<file path="config.mk">
export PLATFORM = sky130hd
export DESIGN_NAME = router_inject_arbiter
export DESIGN_NICKNAME = d
export VERILOG_FILES = /design/src/rtl/router_inj_pkg.sv /design/src/rtl/rr_arbiter_pick.sv /design/src/rtl/router_inject_arbiter.sv
export SDC_FILE = /design/constraint.sdc
export NUM_CORES = 1
export LEC_CHECK = 0
export ABC_AREA = 1
export BUFFER_PORTS_ARGS = -buffer_cell sky130_fd_sc_hd__buf_2
export CORE_MARGIN = 4
export CORE_UTILIZATION = 35
export CTS_BUF_LIST = sky130_fd_sc_hd__clkbuf_8
export CTS_CLUSTER_SIZE = 20
export DETAILED_ROUTE_END_ITERATION = 6
export PLACE_DENSITY = 0.76
export SYNTH_ARGS = -nofsm -noshare
export SYNTH_HDL_FRONTEND = slang
export SYNTH_SLANG_ARGS = --single-unit
</file>
<file path="constraint.sdc">
create_clock -name clk -period 3.75 [get_ports clk]
set_input_delay 0.75 -clock clk [delete_from_list [all_inputs] [get_ports clk]]
set_output_delay 0.75 -clock clk [all_outputs]
set_load 0.05 [all_outputs]
</file>
<file path="src/rtl/router_inj_pkg.sv">
// Shared definitions for the router local-injection arbiter: flit layout, flow-control
// bit positions and FSM state encoding.
package router_inj_pkg;

    localparam int unsigned FLIT_W    = 68;
    localparam int unsigned DATA_W    = 64;

    localparam int unsigned VALID_BIT = 67;
    localparam int unsigned HEAD_BIT  = 66;
    localparam int unsigned TAIL_BIT  = 65;
    localparam int unsigned VC_BIT    = 64;

    localparam int unsigned FC_VALID_BIT = 1;
    localparam int unsigned FC_VC_BIT    = 0;

    typedef enum logic {
        StIdle,
        StLocked
    } inj_state_e;

endpackage

</file>
<file path="src/rtl/rr_arbiter_pick.sv">
// Combinational round-robin pick: first set bit of eligible_i at or after ptr_i, wrapping.
// Returns a one-hot grant, its index and whether anything was picked.
module rr_arbiter_pick #(
    parameter int unsigned N    = 4,
    parameter int unsigned IdxW = (N > 1) ? $clog2(N) : 1
) (
    input  logic [N-1:0]    eligible_i,
    input  logic [IdxW-1:0] ptr_i,
    output logic [N-1:0]    grant_o,
    output logic [IdxW-1:0] idx_o,
    output logic            valid_o
);

    always_comb begin
        int unsigned j;
        j       = 0;
        grant_o = '0;
        idx_o   = '0;
        valid_o = 1'b0;
        for (int unsigned k = 0; k < N; k++) begin
            j = (int'(ptr_i) + k) % N;
            if (!valid_o && eligible_i[j]) begin
                valid_o    = 1'b1;
                grant_o[j] = 1'b1;
                idx_o      = IdxW'(j);
            end
        end
    end

endmodule

</file>
<file path="src/rtl/router_inject_arbiter.sv">
// Packet-atomic round-robin arbiter sharing one router injection channel with per-VC credits.
// Optional stall watchdog on the locked owner: define ROUTER_INJ_WDOG_EN.
module router_inject_arbiter
    import router_inj_pkg::*;
#(
    parameter int unsigned NumReq   = 4,
    parameter int unsigned NumVc    = 2,
    parameter int unsigned BufDepth = 8,
    parameter int unsigned DataW    = 64
`ifdef ROUTER_INJ_WDOG_EN
    ,
    parameter int unsigned WdogCyc  = 255
`endif
) (
    input  logic                    clk,
    input  logic                    reset,
    input  logic [NumReq-1:0]       req_valid_i,
    input  logic [NumReq-1:0]       req_head_i,
    input  logic [NumReq-1:0]       req_tail_i,
    input  logic [NumReq-1:0]       req_vc_i,
    input  logic [NumReq*DataW-1:0] req_data_i,
    output logic [NumReq-1:0]       req_ready_o,
    output logic [FLIT_W-1:0]       channel_out_o,
    input  logic [1:0]              flow_ctrl_i,
    output logic                    error_o
);

    localparam int unsigned IdxW = (NumReq > 1) ? $clog2(NumReq) : 1;
    localparam int unsigned CW   = $clog2(BufDepth + 1);

    inj_state_e              state_q, state_d;
    logic [IdxW-1:0]         owner_q, owner_d;
    logic                    owner_vc_q, owner_vc_d;
    logic [IdxW-1:0]         rr_ptr_q, rr_ptr_d;
    logic [NumVc-1:0][CW-1:0] credit_q, credit_d;
    logic [FLIT_W-1:0]       chan_q, chan_d;
    logic                    error_q, error_d;

    logic [NumReq-1:0]       eligible, pick_grant;
    logic [IdxW-1:0]         pick_idx, xfer_idx;
    logic                    pick_valid, xfer, xfer_vc, xfer_head, xfer_tail;
    logic [NumVc-1:0]        cr_inc, cr_dec;
    logic                    overflow, wdog_hit;

    always_comb begin
        for (int unsigned i = 0; i < NumReq; i++) begin
            eligible[i] = req_valid_i[i] & req_head_i[i] & (credit_q[req_vc_i[i]] != '0);
        end
    end

    rr_arbiter_pick #(
        .N    (NumReq),
        .IdxW (IdxW)
    ) u_pick (
        .eligible_i (eligible),
        .ptr_i      (rr_ptr_q),
        .grant_o    (pick_grant),
        .idx_o      (pick_idx),
        .valid_o    (pick_valid)
    );

    // Ready is forced low while reset is held so nothing looks accepted mid-reset.
    always_comb begin
        req_ready_o = '0;
        xfer_idx    = '0;
        xfer_vc     = 1'b0;
        if (!reset) begin
            unique case (state_q)
                StIdle: begin
                    if (pick_valid) begin
                        req_ready_o = pick_grant;
                        xfer_idx    = pick_idx;
                        xfer_vc     = req_vc_i[pick_idx];
                    end
                end
                StLocked: begin
                    xfer_idx = owner_q;
                    xfer_vc  = owner_vc_q;
                    if (req_valid_i[owner_q] && credit_q[owner_vc_q] != '0) begin
                        req_ready_o[owner_q] = 1'b1;
                    end
                end
                default: ;
            endcase
        end
    end

    assign xfer      = |req_ready_o;
    assign xfer_head = req_head_i[xfer_idx];
    assign xfer_tail = req_tail_i[xfer_idx];

`ifdef ROUTER_INJ_WDOG_EN
    localparam int unsigned WdW = ($clog2(WdogCyc + 1) > 8) ? $clog2(WdogCyc + 1) : 8;
    logic [WdW-1:0] wdog_q, wdog_d;

    // Only an absent owner counts; credit stalls with the owner still valid do not.
    always_comb begin
        wdog_d   = wdog_q;
        wdog_hit = 1'b0;
        if (state_q == StIdle || xfer) begin
            wdog_d = '0;
        end else if (!req_valid_i[owner_q]) begin
            wdog_d   = wdog_q + 1'b1;
            wdog_hit = (wdog_q == WdW'(WdogCyc - 1));
        end
    end

    always_ff @(posedge clk or posedge reset) begin
        if (reset) begin
            wdog_q <= '0;
        end else begin
            wdog_q <= wdog_d;
        end
    end
`else
    assign wdog_hit = 1'b0;
`endif

    always_comb begin
        state_d    = state_q;
        owner_d    = owner_q;
        owner_vc_d = owner_vc_q;
        rr_ptr_d   = rr_ptr_q;
        unique case (state_q)
            StIdle: begin
                if (xfer) begin
                    rr_ptr_d = (pick_idx == IdxW'(NumReq - 1)) ? '0 : pick_idx + 1'b1;
                    if (!xfer_tail) begin
                        owner_d    = pick_idx;
                        owner_vc_d = xfer_vc;
                        state_d    = StLocked;
                    end
                end
            end
            StLocked: begin
                if ((xfer && xfer_tail) || wdog_hit) begin
                    state_d = StIdle;
                end
            end
            default: state_d = StIdle;
        endcase
    end

    always_comb begin
        for (int unsigned v = 0; v < NumVc; v++) begin
            cr_inc[v] = flow_ctrl_i[FC_VALID_BIT] && (flow_ctrl_i[FC_VC_BIT] == 1'(v));
            cr_dec[v] = xfer && (xfer_vc == 1'(v));
        end
    end

    // A simultaneous return and consume on one VC leaves the count untouched.
    always_comb begin
        credit_d = credit_q;
        overflow = 1'b0;
        for (int unsigned v = 0; v < NumVc; v++) begin
            if (cr_inc[v] && !cr_dec[v]) begin
                if (credit_q[v] == CW'(BufDepth)) begin
                    overflow = 1'b1;
                end else begin
                    credit_d[v] = credit_q[v] + 1'b1;
                end
            end else if (cr_dec[v] && !cr_inc[v]) begin
                credit_d[v] = credit_q[v] - 1'b1;
            end
        end
    end

    always_comb begin
        chan_d  = xfer ? {1'b1, xfer_head, xfer_tail, xfer_vc,
                          req_data_i[xfer_idx*DataW +: DataW]} : '0;
        error_d = error_q | overflow | wdog_hit | (state_q == StLocked && xfer && xfer_head);
    end

    always_ff @(posedge clk or posedge reset) begin
        if (reset) begin
            state_q <= StIdle;
        end else begin
            state_q <= state_d;
        end
    end

    always_ff @(posedge clk or posedge reset) begin
        if (reset) begin
            owner_q    <= '0;
            owner_vc_q <= 1'b0;
            rr_ptr_q   <= '0;
            credit_q   <= {NumVc{CW'(BufDepth)}};
            chan_q     <= '0;
            error_q    <= 1'b0;
        end else begin
            owner_q    <= owner_d;
            owner_vc_q <= owner_vc_d;
            rr_ptr_q   <= rr_ptr_d;
            credit_q   <= credit_d;
            chan_q     <= chan_d;
            error_q    <= error_d;
        end
    end

    assign channel_out_o = chan_q;
    assign error_o       = error_q;

endmodule

</file>
=== Yosys cells after proc, flatten, opt, wreduce, memory -nomap -nowiden ===
Cells that the tools add are included.

* ROM bits: 0
* Memories kept: 0
* Bits in latches: 0
* Flip-flop bits (word level): 83
* Output and inout bits: 73
* Bits in writable memories: 0

* Shifts and indexed selects: 1
* Reduce and logical (&&, ||, !) cells: 39
* Muxes and demuxes: 74
* Bitwise operators: 17
* $mul: 0
* Add/sub/neg operators: 8
* Order comparisons: 17
* Divide/modulo/power cells: 0
* Equality and inequality tests: 5

{| class="wikitable"
|+ Operators with widths
! cell !! count
|-
| variable part select 256 x 9 -> 64 bit || 1
|-
| 2-to-1 mux 4 bit || 23
|-
| 2-to-1 mux 68 bit || 1
|-
| 2-to-1 mux 1 bit || 26
|-
| < comparator 2 x 3 -> 1 bit (second input constant) || 7
|-
| logical AND 1 bit || 20
|-
| nonzero test 4 bit || 5
|-
| binary-select mux 1 bit (select 2 bit) || 8
|-
| 2-to-1 mux 2 bit || 7
|-
| OR 4 bit || 3
|-
| demux 1 bit (select 2 bit) || 5
|-
| >= comparator 2 x 1 -> 1 bit (second input constant) || 5
|-
| < comparator 1 x 2 -> 1 bit (second input constant) || 5
|-
| adder 4 x 1 -> 4 bit (second input constant) || 2
|-
| AND 1 bit || 8
|-
| == test 4 bit (second input constant) || 2
|-
| one-hot mux 4 bit (2 select lines) || 1
|-
| subtractor 4 x 1 -> 4 bit (second input constant) || 2
|-
| logical NOT 1 bit || 7
|-
| AND reduction 2 bit || 3
|-
| adder 2 x 1 -> 2 bit (second input constant) || 2
|-
| adder 2 bit (second input constant) || 2
|-
| != test 2 bit (second input constant) || 2
|-
| inverter 1 bit || 4
|-
| other kinds (7) || 10
|}

=== Longest topological paths before layout ===
* Depth in word-level cells: 30
* Gate-level depth with buffers: 28
* Gate-level depth less buffers: 28

=== By module ===
Synthesis repeated with hierarchy kept, for this count alone.

* Cell total of the unflattened synthesis: 837
* Area total of the unflattened synthesis: 5656.7 um^2

{| class="wikitable"
|+ By module, submodules not included
! module !! area each (um^2) !! cells an instance !! seq. area each (um^2) !! instances
|-
| router_inject_arbiter || 5216.3 || 763 || 2079.5 || 1
|-
| rr_arbiter_pick || 440.4 || 74 || 0.0 || 1
|}

=== Least setup slack after synthesis ===
OpenSTA, ideal clock, no wires.

* Kind: input to register
* Start point: input reset
* End point: register credit_q[7] (netlist name)
* Setup time: 0.060 ns
* Arrival time: 3.448 ns
* Required time: 3.690 ns
* Stages on the path: 15
* Setup slack: 0.241 ns
* Cells stage by stage: inv_2 > nand3_1 > nand2_1 > inv_1 > nand2_2 > nand3_2 > nand2_1 > ha_1 > a21o_1 > a21oi_1 > nand3b_1 > nand2_1 > nand2_1 > nand2_1 > nand2_1

* Longest elaborated chain between the ends: 7

{| class="wikitable"
|+ RTL lines
! element !! RTL line !! RTL
|-
| start: declaration || router_inject_arbiter.sv:16 || <nowiki>input logic reset,</nowiki>
|-
| 2-to-1 mux 4 bit || router_inject_arbiter.sv:67 || <nowiki>if (!reset) begin</nowiki>
|-
| OR reduction 4 bit || router_inject_arbiter.sv:88 || <nowiki>assign xfer = |req_ready_o;</nowiki>
|-
| logical AND 1 bit (*) || router_inject_arbiter.sv:147 || <nowiki>cr_dec[v] = xfer && (xfer_vc == 1'(v));</nowiki>
|-
| logical NOT 1 bit || router_inject_arbiter.sv:156 || <nowiki>if (cr_inc[v] && !cr_dec[v]) begin</nowiki>
|-
| logical AND 1 bit || router_inject_arbiter.sv:156 ||
|-
| != test 2 bit (no line) / nonzero test 2 bit (equally long branches) || -- ||
|-
| AND reduction 2 bit (no line) || -- ||
|-
| end signal: assignment || router_inject_arbiter.sv:187 || <nowiki>credit_q <= {NumVc{CW'(BufDepth)}};</nowiki>
|-
| end signal: assignment || router_inject_arbiter.sv:194 || <nowiki>credit_q <= credit_d;</nowiki>
|-
| end: declaration || router_inject_arbiter.sv:35 || <nowiki>logic [NumVc-1:0][CW-1:0] credit_q, credit_d;</nowiki>
|}

Every way passes the cells marked *; elsewhere a longest branch is shown, timed or not.
A chain may end at the register's enable or synchronous reset.

=== Worst setup path in the final report ===
* Start point: register credit_q[1] (netlist name)
* End point: register credit_q[3] (netlist name)

* Longest elaborated chain between the ends: 27

{| class="wikitable"
|+ RTL lines
! element !! RTL line !! RTL
|-
| 2-to-1 mux 4 bit (not written as such) (2 in series) || router_inject_arbiter.sv:47 || <nowiki>eligible[i] = req_valid_i[i] & req_head_i[i] & (credit_q[req_vc_i[i]] != '0);</nowiki>
|-
| nonzero test 4 bit || router_inject_arbiter.sv:47 ||
|-
| AND 1 bit || router_inject_arbiter.sv:47 ||
|-
| binary-select mux 1 bit (select 2 bit) || rr_arbiter_pick.sv:22 || <nowiki>if (!valid_o && eligible_i[j]) begin</nowiki>
|-
| 2-to-1 mux 1 bit (not written as such) || rr_arbiter_pick.sv:22 ||
|-
| 2-to-1 mux 1 bit || rr_arbiter_pick.sv:22 ||
|-
| logical NOT 1 bit || rr_arbiter_pick.sv:22 ||
|-
| logical AND 1 bit || rr_arbiter_pick.sv:22 ||
|-
| (+10 left out) || -- ||
|-
| one-hot mux 1 bit (2 select lines) || router_inject_arbiter.sv:68 || <nowiki>unique case (state_q)</nowiki>
|-
| 2-to-1 mux 1 bit || router_inject_arbiter.sv:67 ||
|-
| inverter 1 bit || router_inject_arbiter.sv:147 ||
|-
| logical AND 1 bit || router_inject_arbiter.sv:147 ||
|-
| logical NOT 1 bit || router_inject_arbiter.sv:156 ||
|-
| logical AND 1 bit || router_inject_arbiter.sv:156 ||
|-
| != test 2 bit (no line) / nonzero test 2 bit (equally long branches) || -- ||
|-
| AND reduction 2 bit (no line) || -- ||
|}

Several ways; a longest one is shown, not always the timed one. The select of a mux whose other input is x is not followed.

==> results.md <==
- Post-layout min period: 3.473 ns
- Hold WS: 0.4021 ns
- Placer's final routability congestion estimate: around 0.96
- Die span in x: 136.9 um
- Hold WC Path Type: primary input to asynchronous set/reset pin
- Yosys top cell area share: 0.3486
- Initial drt markers: about 470
- Clock-pin slew on the worst setup and hold paths: 0.09 ns
- Clock net sink count: 83
- Area leader, netlist: dfrtp_1
- Rows: 46
- Maximum VDD drop: 0.3440 mV
- Core area: 16,060 um2
- Final worst-path cycle share: 0.9261
- Sequential share of the synthesized area: 0.3577
- Chip Height: 136.9 um
- Layout cells sized above 1: 0.3603
- Clk root buf: clkbuf_8
- Worst-Margin Slew: 0.5108 ns
- Cells after Synth: about 860
- Max clock buf depth: 2
- FF+latch count, synth: 83
- Antenna Nets Post-Route: 0
- Top-Level Pins: roughly 350
- Fin cells: ~1,400
- Clock Skew: 0.01255 ns
- Pwr Density: roughly 840 nW/um2
- DP Area: a little under 8000 um2
- Total chip power: between 6000 and 7000 uW
- Synth Cell Area: 5814 um2
- Total GRT Usage: 0.2339
- Max_cap viols: 0
- Yosys Warn Count: 0
- Status: finished clean
- Core Util, Final: 0.4991
- Global-route wire length before repair: around 34,000 um
- Post-synthesis cell type count: 33
- Crit path arrival time: 3.78 ns
- Commonest non-fill, non-tap cells in the layout: buf_2, nor2_1, nand2_1, dfrtp_1, a21oi_1
- I/O Buffers: between 300 and 400
- Crit Path Category: register to register
- Area of the die: approximately 19,000 um2
- Rel. slew slack: 0.6595
- Initial antenna violation count: 4
- H-tree lvl count: 3
- DRC violations left: 0
- Most common cell after layout, fill and taps aside: buf_2
- Lkg Pwr: 0.004329 uW
- Max Fclk: 287.9 MHz
- CP Capture Type: register
- Mean post-synth cell area: 6.777 um2
- Clk_lat worst skew: between 0.3 and 0.4 ns
- Synth-to-layout area growth: 37.85%
- Final setup fails: 0
- Initial core utilization: 0.3621
- Largest net degree at the start of global routing: 68
- CP Max Fanout: 16
- Gr ovfl total: 0
- DP HPWL: 17,410 um
- Startpoint Class: register
- Fin area: between 8000 and 9000 um2
- WP data required: a little over 4 ns
- Routed Wire Length: 22,560 um
- Vias in the first global route: approximately 6,600
- Top cells by area, synth: dfrtp_1, nor2_1, a21oi_1
- Hold Fails Final Rpt: 0
- CTS tree: yes
- Placed Cells: around 1,400
- Wirelength per Cell: between 15 and 20 um
- Drt pass-1 iters: 5
- Mapped Nets: 1,148
- CTS Buf Count: 9
- Via-per-instance ratio: 4.947
- Layout Nets: ~1,500
- Final slew viol count: 0
- Via Count: 7,010
-- kinds of logic (layout without fill, tap and decap cells) --
kind of cell / Yosys count / count (layout) / synth area share
compound gates: 218 / 218 / 0.1911
xor+xnor: 5 / 5 / 0.007531
fa+ha+maj: 14 / 14 / 0.03271
buf+inv: 93 / 434 / 0.08436
flops: 83 / 83 / 0.3576
other cells: 0 / 2 / 0
simple gates: 445 / 445 / 0.3267
-- path summary, 6_finish.rpt --
check                            startpoint                to  slack [ns]  depth (start not counted)
worst max register to register  credit_q[1]       credit_q[3]        0.28                         24
worst min register to register  credit_q[7]       credit_q[7]        0.50                          2
worst min-delay path                  reset        owner_q[1]        0.40                          2
worst max-delay path            credit_q[1]       credit_q[3]        0.28                         24
min in group clk                credit_q[7]       credit_q[7]        0.50                          2
max in group asynchronous             reset  channel_out_o[4]        2.47                          3
-- power by group --
part / total (uW) / internal (uW) / switching [uW] / leakage (uW)
sequential: 1360 / 1200 / 164 / 0.00108
clock: 644 / 315 / 330 / 0.0000992
combinational: 4750 / 1460 / 3290 / 0.00315
total: 6750 / 2970 / 3780 / 0.00433
-- per-stage QoR --
stage / setup TNS [ns] / setup WS, ns
4_1_cts: 0 / 0.2501
3_5_place_dp: 0 / 0.07012
2_1_floorplan: 0 / 0.2414
3_3_place_gp: 0 / 0.1636
6_report: 0 / 0.2771
5_1_grt: -0.01143 / -0.01143
-- final cells by class --
type	count	area, um2
antenna	2	5.005
clock inverter	4	43.79
multi-input combinational	682	3278
tap	216	270.3
clock buffer	10	137.6
fill	1614	8043
sequential	83	2085
timing repair buffer	379	2037
inverter	41	158.9
-- worst max-delay path: stages (launching register included) --
cell and delay [ns]:
dfrtp_2 0.46, nor2_4 0.21, nand3_1 0.12, nand4_1 0.13, nand3_1 0.20, nand2_8 0.18
nand3_1 0.15, nor2_1 0.16, nor2_2 0.07, nand2_1 0.10, nand2_1 0.07, o21ai_1 0.16
nand2_2 0.14, nand2_2 0.10, nand2_1 0.13, ha_1 0.35, nand2_1 0.08, nand2_1 0.04
a31oi_1 0.18, inv_1 0.06, nand3_1 0.08, nand2_1 0.07, nand2_1 0.06, nand2_1 0.05
nand2_1 0.06
-- cells in the mapped netlist (all sizes together) --
cell type,number
nor2,272
o21ai,139
nand2,97
dfrtp,81
a21oi,73
nand3,56
inv,41
buf,36
nand4,17
clkbuf,16
ha,12
xor2,5
a31oi,2
dfstp,2
fa,2
nand3b,2
o211ai,2
a21o,1
o31ai,1
or2,1
-- timing repair --
item | in CTS | in global routing
endpoints found under the setup margin | 0 | 3
setup buffers | 0 | 1
hold buffers | 0 | 0
gates resized for setup | 0 | 10
-- state kept, by name, indices dropped and copies added (netlist names), named ones only --
name,cells
channel_out_o,68
credit_q,8
owner_vc_q,1
rr_ptr_q,2
error_o,1
owner_q,2
-- routing by layer --
layer  GRT usage  up-vias  routed length [um]
met4     0.09313        2                 656
met5           0        -                  16
li1            -     3496                   -
met2      0.3823      288               10890
met3     0.05699       51                1797
met1      0.2979     3173                9192
(Power assumes the default switching activity.)
